## src/rtl/rgb2grey_pipe.sv

```systemverilog
// Three-stage RGB-to-grey converter (multiply, sum, scale/clip) with
// valid/ready flow control and a saturating clip counter. Define GREY_ROUND_EN
// to round half up in the final scaling instead of truncating.
module rgb2grey_pipe #(
  parameter int PIX_W  = 8,
  parameter int COEF_W = 8,
  parameter int COEF_R = 77,
  parameter int COEF_G = 150,
  parameter int COEF_B = 29,
  parameter int USER_W = 2,
  parameter int CNT_W  = 16
) (
  input  logic              clk,
  input  logic              rst,
  input  logic              in_valid,
  output logic              in_ready,
  input  logic [PIX_W-1:0]  in_red,
  input  logic [PIX_W-1:0]  in_green,
  input  logic [PIX_W-1:0]  in_blue,
  input  logic [USER_W-1:0] in_user,
  output logic              out_valid,
  input  logic              out_ready,
  output logic [PIX_W-1:0]  out_grey,
  output logic [USER_W-1:0] out_user,
  output logic              out_sat,
  input  logic              sat_clr,
  output logic [CNT_W-1:0]  sat_count
);

  localparam int PW = PIX_W + COEF_W;
  localparam int SW = PW + 2;
`ifdef GREY_ROUND_EN
  localparam int RW = SW + 1;
  localparam logic [RW-1:0] HALF = RW'(1) << (COEF_W - 1);
`else
  localparam int RW = SW;
`endif

  localparam logic [PW-1:0] KR = PW'(COEF_R);
  localparam logic [PW-1:0] KG = PW'(COEF_G);
  localparam logic [PW-1:0] KB = PW'(COEF_B);

  logic              v1, v2, v3;
  logic              adv1, adv2, adv3;
  logic [PW-1:0]     pr, pg, pb;
  logic [SW-1:0]     sum;
  logic [USER_W-1:0] u1, u2;
  logic [RW-1:0]     rsum, q;
  logic              sat3;
  logic [PIX_W-1:0]  grey3;

  // Each stage may advance whenever the stage below it will make room, so
  // empty stages are filled even while the output is stalled.
  assign adv3     = !v3 || out_ready;
  assign adv2     = !v2 || adv3;
  assign adv1     = !v1 || adv2;
  assign in_ready = adv1;
  assign out_valid = v3;

  // NOTE: sequential state uses non-blocking assignments so every stage
  // samples its upstream neighbour's pre-edge value.
  always_ff @(posedge clk) begin
    if (rst) begin
      v1 <= 1'b0;
      pr <= '0;
      pg <= '0;
      pb <= '0;
      u1 <= '0;
    end else if (adv1) begin
      v1 <= in_valid;
      pr <= PW'(in_red) * KR;
      pg <= PW'(in_green) * KG;
      pb <= PW'(in_blue) * KB;
      u1 <= in_user;
    end
  end

  always_ff @(posedge clk) begin
    if (rst) begin
      v2  <= 1'b0;
      sum <= '0;
      u2  <= '0;
    end else if (adv2) begin
      v2  <= v1;
      sum <= SW'(pr) + SW'(pg) + SW'(pb);
      u2  <= u1;
    end
  end

  // NOTE: every signal written in always_comb gets a value on every path,
  // otherwise a latch is inferred.
  always_comb begin
`ifdef GREY_ROUND_EN
    rsum = RW'(sum) + HALF;
`else
    rsum = RW'(sum);
`endif
    q     = rsum >> COEF_W;
    sat3  = |q[RW-1:PIX_W];
    grey3 = sat3 ? '1 : q[PIX_W-1:0];
  end

  always_ff @(posedge clk) begin
    if (rst) begin
      v3       <= 1'b0;
      out_grey <= '0;
      out_user <= '0;
      out_sat  <= 1'b0;
    end else if (adv3) begin
      v3       <= v2;
      out_grey <= grey3;
      out_user <= u2;
      out_sat  <= sat3;
    end
  end

  // Counts clipped pixels actually delivered; sticks at all ones.
  always_ff @(posedge clk) begin
    if (rst || sat_clr) begin
      sat_count <= '0;
    end else if (v3 && out_ready && out_sat && (sat_count != '1)) begin
      sat_count <= sat_count + 1'b1;
    end
  end

endmodule

```

## config.mk

```make
export PLATFORM = sky130hd
export DESIGN_NAME = rgb2grey_pipe
export DESIGN_NICKNAME = d
export VERILOG_FILES = /design/src/rtl/rgb2grey_pipe.sv
export SDC_FILE = /design/constraint.sdc
export NUM_CORES = 1
export LEC_CHECK = 0
export CAP_MARGIN = 15
export CORE_ASPECT_RATIO = 0.75
export CORE_MARGIN = 8
export CORE_UTILIZATION = 64
export DETAILED_ROUTE_END_ITERATION = 10
export PLACE_DENSITY = 0.87
export SYNTH_ARGS = -nofsm -noshare
export SYNTH_HDL_FRONTEND = slang
export SYNTH_SLANG_ARGS = --single-unit
```

## constraint.sdc

```tcl
create_clock -name clk -period 9.8 [get_ports clk]
set_input_delay 1.47 -clock clk [delete_from_list [all_inputs] [get_ports clk]]
set_output_delay 1.47 -clock clk [all_outputs]
set_load 0.005 [all_outputs]
```

* Yosys cells after proc, flatten, opt, wreduce, memory -nomap -nowiden
Cells that the tools add are included.
Cells by class: multipliers 3, reductions and logical operators 11, mux-type cells 1, add/subtract/negate cells 3, eq/ne operators 1
Operator list (count):
- 8-bit by 7-bit multiplier with 15-bit output, second input constant | 2
- 17-bit by 13-bit adder with 18-bit output | 1
- 15-bit by 16-bit adder with 17-bit output | 1
- 16-bit by 1-bit adder with 16-bit output, second input constant | 1
- 16-bit inequality test, second input constant | 1
- 8-bit by 5-bit multiplier with 13-bit output, second input constant | 1
- 8-bit two-way mux | 1
- 1-bit logical OR | 4
- 1-bit logical AND | 3
- 1-bit logical NOT | 3
- 2-bit OR reduction | 1
Storage, ports and cells: register bits after elaboration 95, input bits 31

* Depth between registers and ports, before layout
word-level depth 4, depth in mapped cells 14

* Least setup slack after synthesis
Ideal clock, no wire load.
kind input -> register, from input port in_red[4], to register pr[14], buffers on the path 0, stages on the path 13, arrival time 4466 ps, data required time 9669 ps, path slack 5202 ps, cells stage by stage ha_1 -> ha_1 -> inv_1 -> fa_1 -> fa_1 -> inv_1 -> ha_1 -> or3_1 -> a21oi_1 -> nor2_1 -> a221o_1 -> a211oi_1 -> nor3_1
Between the ends: word-level cells in the longest chain between the ends 1
RTL lines:
- start, declared | RTL line 17 | input logic [PIX_W-1:0] in_red,
- 8-bit by 7-bit multiplier with 15-bit output | RTL line 71 | pr <= PW'(in_red) * KR;
- end signal, assigned | RTL line 71
- end, declared | RTL line 45 | logic [PW-1:0] pr, pg, pb;
Every way passes these cells. A chain may end at the register's enable or synchronous reset.

* Final worst setup path
from input port out_ready, to output port in_ready
Between the ends: word-level cells in the longest chain between the ends 3
RTL lines:
- start, declared | RTL line 22 | input logic out_ready,
- 1-bit logical OR | RTL line 54 | assign adv3 = !v3 || out_ready;
- 1-bit logical OR | RTL line 55 | assign adv2 = !v2 || adv3;
- 1-bit logical OR | RTL line 56 | assign adv1 = !v1 || adv2;
- end, declared | RTL line 16 | output logic in_ready,
Every way passes these cells.

==> flow_results.org <==
** Status
- The flow ran to the end, and the final reports show no timing, DRC or antenna violations.

** Critical path
- Worst path slowest cell :: nor2b_1
- The endpoint identified for the worst register-to-register timing path is rsum[13].
- Sequence of cells on the critical path :: clkdlybuf4s50_1, nor2b_1, and3_1, buf_4, clkinv_1, clkdlybuf4s50_1
- Crit Path Category :: input pin to output pin
- For this run, the slowest stage of the critical path takes between 0.6 and 0.7 ns.
- Most frequent cell on the critical path :: clkdlybuf4s50_1
- The worst setup path is captured at an output pin.
- The worst register-to-register path has a depth of 10.
- Grouping stages by cell kind, the critical path spends the most delay in buffers and inverters.
- Required time of the worst setup path :: 8.33 ns
- Crit start category :: input pin
- Maximum fanout along the worst path :: 50
- In this run the critical register-to-register path is launched from pr[4].
- FF-to-FF setup slack :: 6.84 ns
- At the worst endpoint, the arrival time is slightly below 4 ns.
- The critical path contains buffers and inverters numbering 4 combined.

** Power
- Power Total :: about 1700 uW
- For this design the ratio of total power to cell area is between 200 and 250 mW/mm^2.
- Leak Pwr :: between 0.003 and 0.004 uW
- The worst-case IR drop observed on VDD is 139 uV.

** Clock tree
- Post-cts gate resize count :: 0
- Root buffer cell :: clkbuf_16
- Insertion delay to the later sink of the worst-skew pair :: 0.34 ns
- For this design, the sink count on the clock tree is 86.
- H-tree depth reported by CTS :: 3
- Maximum count of clock buffers along a single path :: 2
- Clock-pin slew reported for the worst setup and hold paths after clock tree synthesis :: ~0.060 ns
- Hold-fix buffer count after cts :: 0
- Post CTS Setup Buffer Count :: 0
- Clock tree from TritonCTS :: built
- CTS Buf Count :: 9

** Global routing
- Pin count of the biggest net entering global routing :: 71
- The total overflow left after global routing is 0.
- For this run, the total global-route usage over all layers was measured as 0.218.
- Number of global-route vias before repair :: 5606
- First-pass GRT wire length :: between 20000 and 30000 um
- Initial antenna violation count :: 0

** Timing
- Worst Hold Slack :: 0.456 ns
- Post-Route Skew :: 0.00682 ns
- Setup slack on the critical path of the routed design comes to between 4 and 5 ns.
- Dividing the final minimum period by the clock period gives 0.556.
- RSZ-0062 raised after global routing :: no
- Max-Slew Margin vs Limit :: 0.434
- The routed design could run at a clock period as short as around 5.4 ns.
- TNS Setup :: 0 ns
- Highest Clock Rate :: 0.184 GHz
- Setup-violating endpoint count in the final report :: 0
- The count of pins over their slew limit is 0.
- At the pin with the least slew margin, the transition time is between 0.8 and 0.9 ns.
- The number of hold-slack violations in the final timing report was 0.

** Worst hold path
- The min-delay analysis places its worst path in the category flip-flop to flip-flop.
- Depth of the worst hold-timing path :: 2
- The worst hold path begins at pr[3].
- The worst hold path terminates at pr[3].

** Place
- At the end of routability-driven placement, the weighted congestion stood at around 0.89.
- After legalization and detailed placement, the total HPWL measured ~12000 um.
- Place WS :: approximately 4.4 ns
- During placement, the flow inserted port buffers numbering 59.

** Routing
- For this block, the via count after detailed routing is 5605.
- Average wire per standard cell :: around 16 um
- Ratio of routed vias to standard cells :: between 5 and 6
- Final routed wirelength across all metal layers :: roughly 15000 um
- In the routed design, unresolved DRC markers number 0.
- The detail route stage leaves a number of antenna-violating nets equal to 0.
- For this run, the detailed router's first-pass iteration total came to 5.
- The first routing iteration left approximately 450 violations.

** Yosys
- Distinct cells, synth :: 59
- Fraction of registers with async set/reset :: 0
- Nets in the synthesized netlist :: 952
- Synthesis inferred 86 register bits.
- Portion of the post-synthesis area used by sequential elements :: 0.255
- The cell count after synthesis came out at around 770.
- Flip-flop cell with the highest count after synthesis :: dfxtp_1
- The synthesized netlist occupies a cell area of about 0.0067 mm^2.
- The largest total area in the synthesized netlist belongs to dfxtp_1.
- Dividing the synthesized area by the synthesized cell count gives just under 9 um^2.
- In this run, synthesis inferred 0 flip-flops with an integrated enable.
- Largest cells by area after synthesis :: dfxtp_1, ha_1, fa_1
- Yosys warning total :: 0
- Of the post-synthesis cell area, the dominant cell type holds 0.255.

** Floorplan
- Effective utilization at floorplan :: 0.655
- Full die area :: approximately 0.014 mm^2
- Chip height :: approximately 100 um
- Core Rows :: 32
- The region available for standard cell placement spans 0.0103 mm^2.
- Horiz. Die Dim :: 135 um
- 60 I/O pins were placed.

** Finish
- Number of nets at the end of the flow :: 1000
- Number of filler cells placed in the layout :: a little over 700
- The repair_antennas step left the layout with diodes totalling 0.
- Area delta synth->final :: 14.4%
- Layout cells sized above 1 :: 0.0365

** Job
- MaxCap Viol Count :: 0
[cells in the mapped netlist, types with 3 or more instances]
master and instances:
a211o_1 4, a211oi_1 12, a21o_1 11, a21oi_1 61, a22o_1 6, a31oi_1 3
and3_1 6, and4_1 3, buf_1 3, clkbuf_1 18, dfxtp_1 86, fa_1 38
ha_1 115, inv_1 73, nand2_1 83, nand2b_1 3, nand3_1 12, nand4_1 6
nor2_1 62, nor2b_1 8, nor3_1 30, nor4_1 3, o211ai_1 5, o21a_1 4
o21ai_0 28, o21bai_1 3, or3_1 7, or4_1 3, xnor2_1 19, xor2_1 18
[metrics by stage]
stage | cell area, um^2 | std cells | utilization
4_1_cts | 7720 | 957 | 0.750
6_report | 7720 | 957 | 0.750
3_3_place_gp | 7410 | 941 | 0.720
3_5_place_dp | 7410 | 941 | 0.720
2_1_floorplan | 6740 | 768 | -
5_1_grt | 7720 | 957 | 0.750
[worst reg2reg max path, cell delays in order (launching register included)]
cell and delay (ns):
dfxtp_1 0.34, inv_1 0.07, fa_1 0.53, inv_1 0.05, ha_1 0.33, a211oi_2 0.26
o22ai_2 0.16, or4_4 0.54, a221oi_2 0.28, xnor2_1 0.11, a22o_1 0.20
[final cells by class]
type | count | area, um^2 | area share
Inverter | 74 | 278 | 0.0360
Clock buffer | 9 | 225 | 0.0292
Tap cell | 136 | 170 | 0.0220
Multi-Input combinational cell | 583 | 4630 | 0.600
Timing Repair Buffer | 62 | 608 | 0.0788
Clock inverter | 7 | 86.3 | 0.0112
Sequential cell | 86 | 1720 | 0.223
[kinds of logic (layout without fill, tap and decap cells)]
family | Yosys count | in the layout | share of synthesized area
and+or+nand+nor | 232 | 232 | 0.156
DFF | 86 | 86 | 0.255
buffers and inverters | 99 | 152 | 0.0584
AOI/OAI and AO/OA | 160 | 160 | 0.154
muxes | 1 | 1 | 0.00148
adders and majority gates | 153 | 153 | 0.326
xor gates and xnor gates | 37 | 37 | 0.0481
[registers in the layout, indices dropped and copies added, names as in the netlist]
| name | cells |
|---|---|
| sat_count | 16 |
| pg | 15 |
| pr | 15 |
| pb | 13 |
| rsum | 9 |
| out_grey | 8 |
| out_user | 2 |
| u1 | 2 |
| u2 | 2 |
| out_sat | 1 |
| out_valid | 1 |
| v1 | 1 |
| v2 | 1 |
[per-layer routing]
| layer | vias to the layer above | global-route usage | wire [um] |
|---|---|---|---|
| met5 | - | 0 | 0 |
| met3 | 28 | 0.0435 | 728 |
| met4 | 0 | 0.0663 | 284 |
| met2 | 163 | 0.367 | 7090 |
| met1 | 2642 | 0.276 | 6750 |
| li1 | 2772 | - | - |
[worst max path at each step]
| stage | start | to | depth (start not counted) |
|---|---|---|---|
| 2_1_floorplan | in_red[4] | pr[14] | 13 |
| 3_3_place_gp | out_ready | in_ready | 6 |
| 3_5_place_dp | out_ready | in_ready | 6 |
| 4_1_cts | out_ready | in_ready | 6 |
| 5_1_grt | out_ready | in_ready | 6 |
| 6_report | out_ready | in_ready | 6 |
[power by group]
group	switching (uW)	internal [uW]
Clock	152	203
Combinational	484	399
Sequential	49.3	418
[placed cells by master, fill, tap and decap left out, types with 7 or more instances in the layout]
cell type and count:
ha_1 115, dfxtp_1 86, nand2_1 83, inv_1 73, nor2_1 62, a21oi_1 61
clkdlybuf4s50_1 58, fa_1 38, nor3_1 30, o21ai_0 28, xnor2_1 19, xor2_1 18
nand3_1 12, a211oi_1 12, a21o_1 11, clkbuf_16 9, nor2b_1 8, or3_1 7
No activity file was read; power rests on OpenSTA's default activity.
